### src/rtl/spi_pkg.sv
// rtl/spi_pkg.sv - shared SPI constants and slave FSM state encoding
package spi_pkg;

   // Default frame width for the 16-bit slave
   localparam int SPI_DATA_W = 16;

   // SPI mode 3: CPOL=1 (SCLK idles high), CPHA=1 (sample on trailing/rising edge)
   localparam logic [1:0] SPI_MODE = 2'd3;
   localparam logic       SPI_CPOL = SPI_MODE[1];

   typedef enum logic [1:0] {
      ST_IDLE    = 2'd0,
      ST_ACTIVE  = 2'd1,
      ST_WAIT_SS = 2'd2
   } spi_state_t;

endpackage

### src/rtl/spi_sync_edge.sv
// rtl/spi_sync_edge.sv - multi-flop synchroniser with rise/fall detect
module spi_sync_edge #(
   parameter int   SYNC_STG = 2,
   parameter logic RST_VAL  = 1'b1
) (
   input  logic clk,
   input  logic rst_n,
   input  logic din,
   output logic rise,
   output logic fall
);

   // s[SYNC_STG-1] is the synchronised level, s[SYNC_STG] its previous value
   logic [SYNC_STG:0] s;

   // Shift the asynchronous input through the synchroniser chain
   always_ff @(posedge clk or negedge rst_n) begin
      if (!rst_n) s <= {(SYNC_STG+1){RST_VAL}};
      else        s <= {s[SYNC_STG-1:0], din};
   end

   assign rise = s[SYNC_STG-1] & ~s[SYNC_STG];
   assign fall = ~s[SYNC_STG-1] & s[SYNC_STG];

endmodule

### src/rtl/spi_slv16.sv
// rtl/spi_slv16.sv - 16-bit mode-3 SPI slave; SPI_SLV_FRAME_ERR_EN adds frm_err
module spi_slv16
   import spi_pkg::*;
#(
   parameter int DATA_W   = SPI_DATA_W,
   parameter int SYNC_STG = 2
) (
   input  logic              clk,
   input  logic              rst_n,
   input  logic              SCLK,
   input  logic              SS_n,
   input  logic              MOSI,
   output logic              MISO,
   input  logic              wrt,
   input  logic [DATA_W-1:0] tx_data,
   output logic              rdy,
   output logic [DATA_W-1:0] rx_data
`ifdef SPI_SLV_FRAME_ERR_EN
   ,
   output logic              frm_err
`endif
);

   localparam int              CNT_W = $clog2(DATA_W) + 1;
   localparam logic [CNT_W-1:0] FULL = CNT_W'(DATA_W);

   spi_state_t        state, nxt;
   logic              sclk_rise, sclk_fall, ss_rise, ss_fall;
   logic [SYNC_STG-1:0] mosi_q;
   logic              mosi_s;
   logic              done;
   logic              armed;
   logic [CNT_W-1:0]  bit_cnt;
   logic [DATA_W-1:0] rx_shift, tx_shift, tx_buf;

   spi_sync_edge #(.SYNC_STG(SYNC_STG), .RST_VAL(SPI_CPOL)) u_sclk_sync (
      .clk(clk), .rst_n(rst_n), .din(SCLK), .rise(sclk_rise), .fall(sclk_fall)
   );

   spi_sync_edge #(.SYNC_STG(SYNC_STG), .RST_VAL(1'b1)) u_ss_sync (
      .clk(clk), .rst_n(rst_n), .din(SS_n), .rise(ss_rise), .fall(ss_fall)
   );

   // MOSI goes through the same depth so its bit lines up with the SCLK edge
   always_ff @(posedge clk or negedge rst_n) begin
      if (!rst_n) mosi_q <= '0;
      else        mosi_q <= {mosi_q[SYNC_STG-2:0], MOSI};
   end
   assign mosi_s = mosi_q[SYNC_STG-1];

   assign MISO = tx_shift[DATA_W-1];

   // FSM state register
   always_ff @(posedge clk or negedge rst_n) begin
      if (!rst_n) state <= ST_IDLE;
      else        state <= nxt;
   end

   // Next state; a full frame wins over a simultaneous SS_n release
   always_comb begin
      nxt  = state;
      done = 1'b0;
      case (state)
         ST_IDLE:    if (ss_fall) nxt = ST_ACTIVE;
         ST_ACTIVE: begin
            if (bit_cnt == FULL) begin
               nxt  = ST_WAIT_SS;
               done = 1'b1;
            end else if (ss_rise) begin
               nxt = ST_IDLE;
            end
         end
         ST_WAIT_SS: if (ss_rise) nxt = ST_IDLE;
         default:    nxt = ST_IDLE;
      endcase
   end

   // Shift registers, bit counter, response buffer and completion outputs
   always_ff @(posedge clk or negedge rst_n) begin
      if (!rst_n) begin
         rdy      <= 1'b0;
         rx_data  <= '0;
         rx_shift <= '0;
         tx_shift <= '0;
         tx_buf   <= '0;
         bit_cnt  <= '0;
         armed    <= 1'b0;
      end else begin
         rdy <= done;
         if (wrt)  tx_buf  <= tx_data;
         if (done) rx_data <= rx_shift;
         case (state)
            ST_IDLE: begin
               if (ss_fall) begin
                  tx_shift <= wrt ? tx_data : tx_buf;
                  bit_cnt  <= '0;
                  armed    <= 1'b0;
               end
            end
            ST_ACTIVE: begin
               if (!done) begin
                  if (sclk_rise) begin
                     rx_shift <= {rx_shift[DATA_W-2:0], mosi_s};
                     bit_cnt  <= bit_cnt + 1'b1;
                     armed    <= 1'b1;
                  end
                  // The frame-opening fall arrives unarmed so the MSB stays on MISO
                  if (sclk_fall && armed) tx_shift <= {tx_shift[DATA_W-2:0], 1'b0};
               end
            end
            default: ;
         endcase
      end
   end

`ifdef SPI_SLV_FRAME_ERR_EN
   // Sticky error: short frame or SCLK overrun; a new set beats a clearing wrt
   always_ff @(posedge clk or negedge rst_n) begin
      if (!rst_n) begin
         frm_err <= 1'b0;
      end else if ((state == ST_ACTIVE && bit_cnt != FULL && ss_rise) ||
                   (state == ST_WAIT_SS && sclk_rise)) begin
         frm_err <= 1'b1;
      end else if (wrt) begin
         frm_err <= 1'b0;
      end
   end
`endif

endmodule

### config.mk
export PLATFORM = sky130hd
export DESIGN_NAME = spi_slv16
export DESIGN_NICKNAME = d
export VERILOG_FILES = /design/src/rtl/spi_pkg.sv /design/src/rtl/spi_sync_edge.sv /design/src/rtl/spi_slv16.sv
export SDC_FILE = /design/constraint.sdc
export NUM_CORES = 1
export LEC_CHECK = 0
export CAP_MARGIN = 20
export CORE_MARGIN = 4
export CORE_UTILIZATION = 40
export DETAILED_ROUTE_END_ITERATION = 8
export GPL_TIMING_DRIVEN = 1
export SLEW_MARGIN = 10
export SYNTH_ARGS = -nofsm -noshare
export SYNTH_HDL_FRONTEND = slang
export SYNTH_SLANG_ARGS = --single-unit
export TNS_END_PERCENT = 5
### constraint.sdc
create_clock -name clk -period 5.5 [get_ports clk]
set_input_delay 1.1 -clock clk [delete_from_list [all_inputs] [get_ports clk]]
set_output_delay 1.1 -clock clk [all_outputs]
set_load 0.005 [all_outputs]
==> impl_metrics.csv <==
group,metric,value,unit
synth,avgSynthCellArea,15.6,um^2
clock_tree,cts_tree,"done",
timing,period_share,49.7,%
synth,ys_types,33,
timing,whs,0.353,ns
global_routing,track_usage,12.2,%
synth,ys_seq_area_share,61.1,%
floorplan,rows,33,
finish,antenna_cells,0,
route,drc,0,
route,postRouteAntennaNets,0,
route,viasPerCell,4.87,
timing,fmax,0.366,GHz
route,num_vias,1776,
run,max_cap_violations,0,
setup_path,cp_cell_sequence,"clkdlybuf4s50_1 -> mux2_2 -> mux2_2 -> mux2_4",
timing,max_slew_margin,31.8,%
finish,drive_gt1_share,40.4,%
synth,synth_cells,214,
placement,hpwl,3350,um
finish,regArea,0.00203,mm^2
setup_path,critPathKind,"in -> reg",
clock_tree,clock-sinks,81,
synth,yosys_warnings,0,
finish,final_cell_mix,"75 x dfrtp_1, 69 x mux2_2, 38 x clkdlybuf4s50_1, 10 x clkbuf_8, 8 x mux2_4",
timing,layout_setup_ws,2.77,ns
setup_path,arrival,2.97,ns
setup_path,cp_common_cell,"mux2_2",
placement,port_buffers,39,
clock_tree,numCtsBuffers,9,
setup_path,critPathCaptureType,"register",
clock_tree,cts_max_level,3,
floorplan,start_util,40.7,%
global_routing,grt_pass1_wl,9540,um
finish,nets,279,
placement,preCtsSetupSlack,2.37,ns
finish,area_growth,21.9,%
timing,setup_viol,0,
clock_tree,clk_pin_slew_worst_paths,0.08,ns
timing,slew_viol_final,0,
clock_tree,cts_hold_buf,0,
finish,fill_cells,731,
floorplan,die_y,99.3,um
timing,rsz0062_at_grt,"false",
finish,instances_no_fill,365,
timing,finalClockSkew,0.00598,ns
setup_path,cp_slowest_stage_delay,0.92,ns
clock_tree,cts_root_buf,"clkbuf_8",
setup_path,critPathRequiredTime,5.73,ns
clock_tree,cts_resized,0,
global_routing,grt_overflow,0,
min_path,min_path_type,"reg -> reg",
setup_path,crit_fanout,16,
finish,multi_input_area,0.00121,mm^2
global_routing,grt_pass1_vias,1954,
floorplan,ios,40,
floorplan,chipWidth,99.3,um
floorplan,fp.dieArea,0.00985,mm^2
route,dr.pass1.iters,3,
setup_path,start_kind,"input port",
finish,mostFrequentLayoutCell,"dfrtp_1",
global_routing,antenna_found_initial,0,
clock_tree,clockBufferDepth,2,
route,first_iter_violations,28,
route,post_drt_wl_per_cell,14.6,um
global_routing,grt_max_degree,82,
run_status,run_status,"complete, no violations",
timing,post-route-min-period,2.73,ns
finish,postLayoutCellArea,0.00406,mm^2
timing,fin_tns_setup,0,ns
clock_tree,clock_latency,0.34,ns
synth,syn_nets,238,
placement,dp_cells,348,
placement,gp_congestion,0.712,
placement,place_area,0.00379,mm^2
clock_tree,cts_setup_buffers,0,
pwr,leakagePower,0.00181,uW
route,wirelength,5340,um
pwr,vdd_drop_max,135,uV
timing,worst_pin_slew,1.02,ns
pwr,power_density,382,mW/mm^2
synth,ys_seq_elements,81,
setup_path,crit_slowest_cell,"clkdlybuf4s50_1",
floorplan,coreArea,0.00818,mm^2
timing,hold_viol,0,
synth,synth_area,0.00333,mm^2
==> worst max-delay path: cells and delay by family <==
family	cells	cell delay, ns
buffers and inverters	1	0.92
multiplexers	3	0.94
==> synth_stat cells <==
cell,number,share of area [%]
a21bo_2,1,0.30
a21oi_1,1,0.15
a221oi_4,1,0.79
a22o_1,3,0.79
a22oi_1,1,0.23
and2_1,2,0.38
and4bb_2,2,0.75
buf_2,7,1.1
buf_4,1,0.23
buf_8,1,0.45
clkbuf_1,1,0.11
dfrtp_1,75,56
dfstp_2,6,4.7
ha_1,2,0.75
inv_1,6,0.68
mux2_2,69,23
mux2_4,8,3.6
nand2_1,4,0.45
nand2b_1,3,0.56
nand3_1,3,0.45
nand3b_1,1,0.23
nand4b_1,1,0.26
nand4bb_1,1,0.34
nor2_1,1,0.11
nor2b_1,3,0.56
nor4b_1,1,0.26
o211ai_1,1,0.23
o21ai_0,2,0.30
o221ai_1,1,0.26
o22ai_1,1,0.19
o32ai_1,1,0.26
or3b_4,1,0.34
xnor2_1,2,0.53
==> registers in the layout, indices dropped and copies added (netlist names) <==
register,count
state,2
tx_buf,16
u_sclk_sync.s,3
bit_cnt,5
rx_data,16
tx_shift,16
mosi_q,2
rx_shift,16
u_ss_sync.s,3
armed,1
rdy,1
==> area by class of cell <==
class | instances | share of cell area (%)
sequential | 81 | 50.1
multi-input combinational | 117 | 29.9
timing repair buffer | 40 | 10.2
clock buffer | 11 | 3.48
tap | 105 | 3.24
clock inverter | 5 | 2.53
inverter | 6 | 0.555
==> report_power, final <==
group	internal [uW]	switching, uW
Clock	313	204
Sequential	707	67.0
Combinational	174	85.1
==> metrics by stage <==
| stage | utilization, % | total power [uW] |
|---|---|---|
| CTS | 49.3 | 1580 |
| global placement | 46.3 | 1040 |
| detailed placement | 46.3 | 1050 |
| global route | 49.7 | 1640 |
| finish | 49.7 | 1550 |
| floorplan | - | 971 |
==> cells by family (layout without fill, tap and decap cells) <==
logic type,after synthesis,count (layout),synth area share [%]
AND/OR/NAND/NOR,23,23,4.70
adder cells (fa/ha/maj),2,2,0.751
flip-flops,81,81,61.1
multiplexers,77,77,26.9
XOR/XNOR,2,2,0.526
buffers and inverters,16,62,2.52
AO/OA/AOI/OAI,13,13,3.49
==> worst paths after layout <==
kind,start,slack (ns),cells past startpoint,end
max in group asynchronous,rst_n,4.29,2,u_sclk_sync.s[0]
min,mosi_q[0],0.35,0,mosi_q[1]
min in group asynchronous,rst_n,0.60,1,tx_shift[5]
max,wrt,2.77,4,tx_shift[8]
max reg2reg,u_ss_sync.s[2],3.17,3,tx_shift[15]
min reg2reg,mosi_q[0],0.35,0,mosi_q[1]
==> routing by layer <==
layer,vias up,wire (um),GRT usage [%]
met5,-,0,0
met4,0,61,3.47
met3,6,290,5.61
met2,42,2380,18.4
met1,891,2610,16.0
li1,837,-,-
Power figures use the tool's default switching activity.
